### src/rtl/operand_stage.sv
// operand_stage: register file, hazard scoreboard and registered operand hand-off to the ALU
module operand_stage #(
    parameter int DATA_W = 8,
    parameter int NREG   = 8,
    parameter int ADDR_W = $clog2(NREG)
) (
    input  logic              clk,
    input  logic              reset,
    input  logic              in_valid,
    output logic              in_ready,
    input  logic [2:0]        in_op,
    input  logic              in_sub,
    input  logic              in_use_imm,
    input  logic [DATA_W-1:0] in_imm,
    input  logic [ADDR_W-1:0] in_rs1,
    input  logic [ADDR_W-1:0] in_rs2,
    input  logic [ADDR_W-1:0] in_rd,
    input  logic              wb_en,
    input  logic [ADDR_W-1:0] wb_addr,
    input  logic [DATA_W-1:0] wb_data,
    output logic              out_valid,
    input  logic              out_ready,
    output logic [DATA_W-1:0] out_data1,
    output logic [DATA_W-1:0] out_data2,
    output logic [2:0]        out_op,
    output logic [ADDR_W-1:0] out_rd
);
    logic [DATA_W-1:0] regs [NREG];
    logic [NREG-1:0]   pending;
    logic              hit1, hit2, stall, fire;
    logic [DATA_W-1:0] src1, src2, opnd2, data2;
    logic [2:0]        op;
    logic [NREG-1:0]   pending_next;

    // source read with write-back bypass, hazard detection and operand formation
    always_comb begin
        hit1     = wb_en && wb_addr == in_rs1;
        hit2     = wb_en && wb_addr == in_rs2;
        src1     = hit1 ? wb_data : regs[in_rs1];
        src2     = hit2 ? wb_data : regs[in_rs2];
        stall    = (pending[in_rs1] && !hit1) || (!in_use_imm && pending[in_rs2] && !hit2);
        in_ready = (!out_valid || out_ready) && !stall;
        fire     = in_valid && in_ready;
        opnd2    = in_use_imm ? in_imm : src2;
        data2    = in_sub ? '0 - opnd2 : opnd2;
        op       = in_sub ? 3'd1 : in_op;
    end

    // scoreboard update: write-back clears, issue sets, and set wins on a collision
    always_comb begin
        pending_next = pending;
        if (wb_en) pending_next[wb_addr] = 1'b0;
        if (fire) pending_next[in_rd] = 1'b1;
    end

    // architectural register file written by the write-back port
    always_ff @(posedge clk) begin
        if (reset) begin
            for (int i = 0; i < NREG; i++) regs[i] <= '0;
        end else if (wb_en) begin
            regs[wb_addr] <= wb_data;
        end
    end

    // pending bits per register
    always_ff @(posedge clk) begin
        if (reset) pending <= '0;
        else pending <= pending_next;
    end

    // output register toward the ALU; holds while the consumer back-pressures
    always_ff @(posedge clk) begin
        if (reset) begin
            out_valid <= 1'b0;
            out_data1 <= '0;
            out_data2 <= '0;
            out_op    <= '0;
            out_rd    <= '0;
        end else if (fire) begin
            out_valid <= 1'b1;
            out_data1 <= src1;
            out_data2 <= data2;
            out_op    <= op;
            out_rd    <= in_rd;
        end else if (out_ready) begin
            out_valid <= 1'b0;
        end
    end
endmodule

### config.mk
export PLATFORM = sky130hd
export DESIGN_NAME = operand_stage
export DESIGN_NICKNAME = d
export VERILOG_FILES = /design/src/rtl/operand_stage.sv
export SDC_FILE = /design/constraint.sdc
export NUM_CORES = 1
export LEC_CHECK = 0
export ABC_AREA = 1
export BUFFER_PORTS_ARGS = -buffer_cell sky130_fd_sc_hd__buf_2
export CAP_MARGIN = 10
export CORE_MARGIN = 2
export CORE_UTILIZATION = 50
export DETAILED_ROUTE_END_ITERATION = 16
export HOLD_SLACK_MARGIN = 0.08
export PLACE_DENSITY = 0.7
export SYNTH_ARGS = -nofsm -noshare
export SYNTH_HDL_FRONTEND = slang
export SYNTH_SLANG_ARGS = --single-unit
### constraint.sdc
create_clock -name clk -period 4.3 [get_ports clk]
set_clock_uncertainty 0.05 [all_clocks]
set_input_delay 0.43 -clock clk [delete_from_list [all_inputs] [get_ports clk]]
set_output_delay 0.43 -clock clk [all_outputs]
set_load 0.02 [all_outputs]
# [After elaboration in Yosys (flattened, before gate mapping)]
# Memory sizes are Yosys's and may differ from the RTL's. A register that Yosys moved wholly into a read port is not among the register bits.
# Cells that the tools add are included.
[word_totals] register_bits=23 mem_bits_rw=64 input_bits=38 output_inout_bits=24 word_cells=60 n_memories=1
[mem_list] memory="regs" depth=8 width=8 read_ports=2 rd_clocked_by_memory_dff=1 wr=8 line_no="28" rtl="logic [DATA_W-1:0] regs [NREG];"
[op_classes] add_sub_neg=1 n_lt_le_gt_ge=6 n_eq_ne=2 mux=24 bitwise_logic=3 n_reduce_logical=18
[ops] operator="$mux 8" count=6
[ops] operator="$lt 3x4->1 const B" count=4
[ops] operator="$mux 1" count=12
[ops] operator="$logic_and 1x1->1" count=9
[ops] operator="$and 8x8->8" count=1
[ops] operator="$not 8->8" count=1
[ops] operator="$or 8x8->8" count=1
[ops] operator="$reduce_or 8->1" count=1
[ops] operator="$sub 1x8->8 const A" count=1
[ops] operator="$bmux 1 s3" count=2
[ops] operator="$demux 1 s3" count=2
[ops] operator="$eq 3x3->1" count=2
[ops] operator="$ge 3x1->1 const B" count=2
[ops] operator="$mux 3" count=2
[ops] operator="$logic_not 1->1" count=5
[ops] operator="$logic_or 1x1->1" count=2
[ops] operator="$reduce_bool 2->1" count=1

# [Longest topological paths before layout]
[logic_depth] word_depth=9 ltp_mapped=18 mapped_depth_nobuf=17

# [Worst setup path after synthesis]
# Ideal clock, no wire load.
[synth_timing] kind="input to register" startpoint="input port wb_addr[1]" endpoint="register out_data2[6]" setup_ns=0.109 arrival_time_ns=1.805 required_time_ns=4.141 slack_ns=2.336 stages=16 cell_sequence="buf_4 nand2_1 nand2_1 nor2_4 nand3_1 nand2_1 inv_1 a21oi_2 ha_1 nand2_1 nor2_1 nand2_1 nand3_1 nand3_1 nand2_1 inv_1"
[synth_via] elab_chain_cells=8 elab_cells_between_ends=16
[synth_rtl] item="start: declaration" line_no="19" rtl="input logic [ADDR_W-1:0] wb_addr,"
[synth_rtl] item="parallel branches: the longest is 8 deep, another holds $sub 1x8->8"
[synth_rtl] item="end signal: assignment" line_no="82" rtl="out_data2 <= data2;"
[synth_rtl] item="end: declaration" line_no="24" rtl="output logic [DATA_W-1:0] out_data2,"
# Parallel ways; which one is timed is not known.
# A chain may end at the register's enable or synchronous reset.

# [Worst setup path in the final report]
[layout_timing] startpoint="input port in_rs2[0]" endpoint="output port in_ready"
[layout_via] elab_chain_cells=7 elab_cells_between_ends=10
[layout_rtl] item="start: declaration" line_no="16" rtl="input logic [ADDR_W-1:0] in_rs2,"
[layout_rtl] item="$bmux 1 s3 / $eq 3x3->1 (equally long branches)" line_no="41, 38"
[layout_rtl] item="$mux 1 (implied by the code) / $logic_and 1x1->1 (equally long branches)" line_no="41, 38"
[layout_rtl] item="$logic_and 1x1->1 / $logic_not 1->1 (equally long branches)" line_no="41" rtl="stall = (pending[in_rs1] && !hit1) || (!in_use_imm && pending[in_rs2] && !hit2);"
[layout_rtl] item="$logic_and 1x1->1 *" line_no="41"
[layout_rtl] item="$logic_or 1x1->1 *" line_no="41"
[layout_rtl] item="$logic_not 1->1 *" line_no="42" rtl="in_ready = (!out_valid || out_ready) && !stall;"
[layout_rtl] item="$logic_and 1x1->1 *" line_no="42"
[layout_rtl] item="end: declaration" line_no="10" rtl="output logic in_ready,"
# Mark *: on every way between the ends. The rest lies on a longest branch, timed or not. The select of a mux whose other input is x is not followed.

==> results.tsv <==
metric	value	unit
status	finished clean	
syn2layout_area_growth	8.847	%
ys.warnings.count	0	
syn_nets	729	
antenna_found_initial	0	
firstDrtPassIters	6	
h-tree-depth	3	
wl_per_cell	17.61	um
power.leakage	2.457	nW
nFillCells	1011	
peakVddDrop	218.6	uV
synth_cells	690	
synth.cell_area	0.005275	sq mm
finalWirelength	15290	um
hold_viol	0	
drt_iter0_markers	563	
synth_cell_types	32	
ios	62	
crit_fanout	38	
start_util	0.5133	
drv_cap	0	
yosysSeqAreaShare	0.4820	
cts_resized	0	
multi_input_area	0.002359	sq mm
die_h	106.7	um
cts.sinks	95	
setup_viol	0	
dp_slack	1.026	ns
cts_tree	done	
critPathRequiredTime	3.82	ns
cts_hold_buf	0	
die_w	106.7	um
layout.nets	766	
ant_nets	0	
period_share	0.7203	
maxSlewHeadroom	0.5298	
insertion_delay	0.36	ns
slowest_stage	buf_2	
synth_area_leaders	edfxtp_1, dfxtp_1, nor2_1	
arrival	2.62	ns
p_int	1.366	mW
swShare	0.3217	
vias	4981	
row_count	37	
grt_usage	0.2748	
async_reset_ff_frac	0	
final_layout_size_suffix_gt1_frac	0.1339	
rr_worst_depth	11	
overflow	0	
powerDensity	350.8	mW/mm^2
dpl.hpwl	10700	um
synth.top_cell.area_share	0.3643	
synth_area_per_cell	7.645	sq um
gp_congestion	0.8766	
path_clk_slew	0.10	ns
crit_path_end_kind	output pin	
first_global_vias	4666	
cts_setup_buffers	0	
critPathKind	in -> out	
period_minus_slack	3.097	ns
grt_pass1_wl	24360	um
combPwrFrac	0.189	
crit_path_max_incr_delay	0.55	ns
setup_slack	1.203	ns
fmax	0.3229	GHz
num_antenna_cells	0	
cp-start-kind	primary input	
portBuffers	61	
ys_seq_elements	95	
drc	0	
p_clk_frac	0.279	
dieArea	0.01139	sq mm
tightest_slew	0.7053	ns
path_buf_inv	4	
synth_edf_count	64	
cts_root_buf	clkbuf_8	
min_path_type	in -> reg	
path_cells	buf_2 > inv_2 > nor2_1 > nor2_4 > nand2_4 > nand2_1 > a21oi_1 > o21ai_2 > nand2_2 > inv_1 > buf_2	
power.switching	648.1	uW
path_depth	11	
crit_family	buffers and inverters	
final-max-slew-violation-count	0	
cp_common_cell	buf_2	
synth_flop_cell	edfxtp_1	
hold_depth	3	
cts_buffers	9	
fin_tns_setup	0	ns
vias_per_cell	5.738	
grt_max_degree	41	
rsz0062_at_grt	false	
sequentialPowerShare	0.532	
cts_buffer_depth	2	
register_area	0.002542	sq mm
core	0.01028	sq mm
synth_top_area_cell	edfxtp_1	
[placed cells by master, fill, tap and decap left out, types with 2 or more instances in the layout]
| master | Yosys | final |
|---|---|---|
| inv_6 | 0 | 3 |
| o21ai_0 | 61 | 61 |
| inv_2 | 8 | 8 |
| nor2_4 | 2 | 2 |
| nor2_1 | 145 | 145 |
| a21oi_1 | 18 | 18 |
| nand4_1 | 4 | 4 |
| nand2_2 | 3 | 3 |
| edfxtp_1 | 64 | 64 |
| o221ai_1 | 2 | 2 |
| buf_2 | 9 | 61 |
| clkinv_1 | 9 | 9 |
| clkbuf_8 | 0 | 9 |
| o211ai_1 | 6 | 6 |
| inv_1 | 31 | 31 |
| xor2_1 | 4 | 4 |
| nand2_1 | 137 | 137 |
| nand3_1 | 79 | 79 |
| o22ai_1 | 24 | 24 |
| dfxtp_1 | 31 | 31 |
| nor2_8 | 2 | 2 |
| o21ai_1 | 13 | 13 |
| o21a_1 | 3 | 3 |
[Yosys cell counts (2+ instances only)]
cell,number
inv_2,8
nor2_8,2
buf_2,9
o211ai_1,6
o221ai_1,2
nand4_1,4
nand2_1,137
o21ai_0,61
buf_4,5
clkinv_1,9
nor2_1,145
o21ai_1,13
dfxtp_1,31
xor2_1,4
inv_1,31
o22ai_1,24
nand3_1,79
o21a_1,3
a21oi_1,18
buf_6,3
nor2_4,2
clkbuf_1,19
nand2_2,3
edfxtp_1,64
[metrics by stage]
| step | cell area [sq um] | cells | hold WS, ns | power (mW) | utilization |
|---|---|---|---|---|---|
| floorplan | 5275 | 690 | 0.3999 | 1.350 | - |
| global placement | 5570 | 852 | 0.4018 | 1.460 | 0.5420 |
| detailed placement | 5570 | 852 | 0.4034 | 1.467 | 0.5420 |
| CTS | 5742 | 868 | 0.2869 | 2.013 | 0.5587 |
| global route | 5742 | 868 | 0.2997 | 2.100 | 0.5587 |
| finish | 5742 | 868 | 0.2926 | 2.014 | 0.5587 |
[layer usage]
metal | part of all wire | vias up | track usage
met3 | 0.086 | 28 | 0.05167
met5 | 0 | - | 0
li1 | - | 2397 | -
met2 | 0.46 | 241 | 0.4422
met4 | 0.022 | 0 | 0.09091
met1 | 0.43 | 2315 | 0.3750
[kinds of logic after synthesis]
family / after synthesis / share of synthesized area
and+or+nand+nor: 374 / 0.2991
AOI/OAI and AO/OA: 130 / 0.1373
DFF: 95 / 0.4820
buffers and inverters: 85 / 0.07092
xor gates and xnor gates: 5 / 0.008301
adders and majority gates: 1 / 0.002372
[tightest hold or removal path, stage by stage]
cell	delay (ns)
buf_2	0.09
nand3_1	0.08
a21oi_1	0.06
[state kept, by name, summed over array words and instances (netlist names)]
register   flops
out_data1      8
out_data2      8
out_op         3
out_rd         3
out_valid      1
pending        8
regs          64
[power by group through the flow]
| stage | clock (mW) | combinational, mW | sequential [mW] |
|---|---|---|---|
| finish | 0.561 | 0.380 | 1.07 |
| global route | 0.598 | 0.423 | 1.08 |
| CTS | 0.565 | 0.377 | 1.07 |
| detailed placement | 0 | 0.375 | 1.09 |
| global placement | 0 | 0.369 | 1.09 |
| floorplan | 0 | 0.244 | 1.11 |
[final timing paths]
kind / from / to / slack [ns]
setup reg to reg: pending[2] / pending[3] / 2.29
hold reg to reg: out_rd[0] / out_rd[0] / 0.42
hold / removal: in_op[1] / out_op[1] / 0.29
setup / recovery: in_rs2[0] / in_ready / 1.20
[layout make-up]
type / count / area share
Sequential cell: 95 / 0.4428
Multi-Input combinational cell: 510 / 0.4108
Timing Repair Buffer: 62 / 0.05448
Inverter: 49 / 0.03247
Tap cell: 136 / 0.02964
Clock buffer: 10 / 0.02223
Clock inverter: 6 / 0.007627
Power figures use the tool's default switching activity.
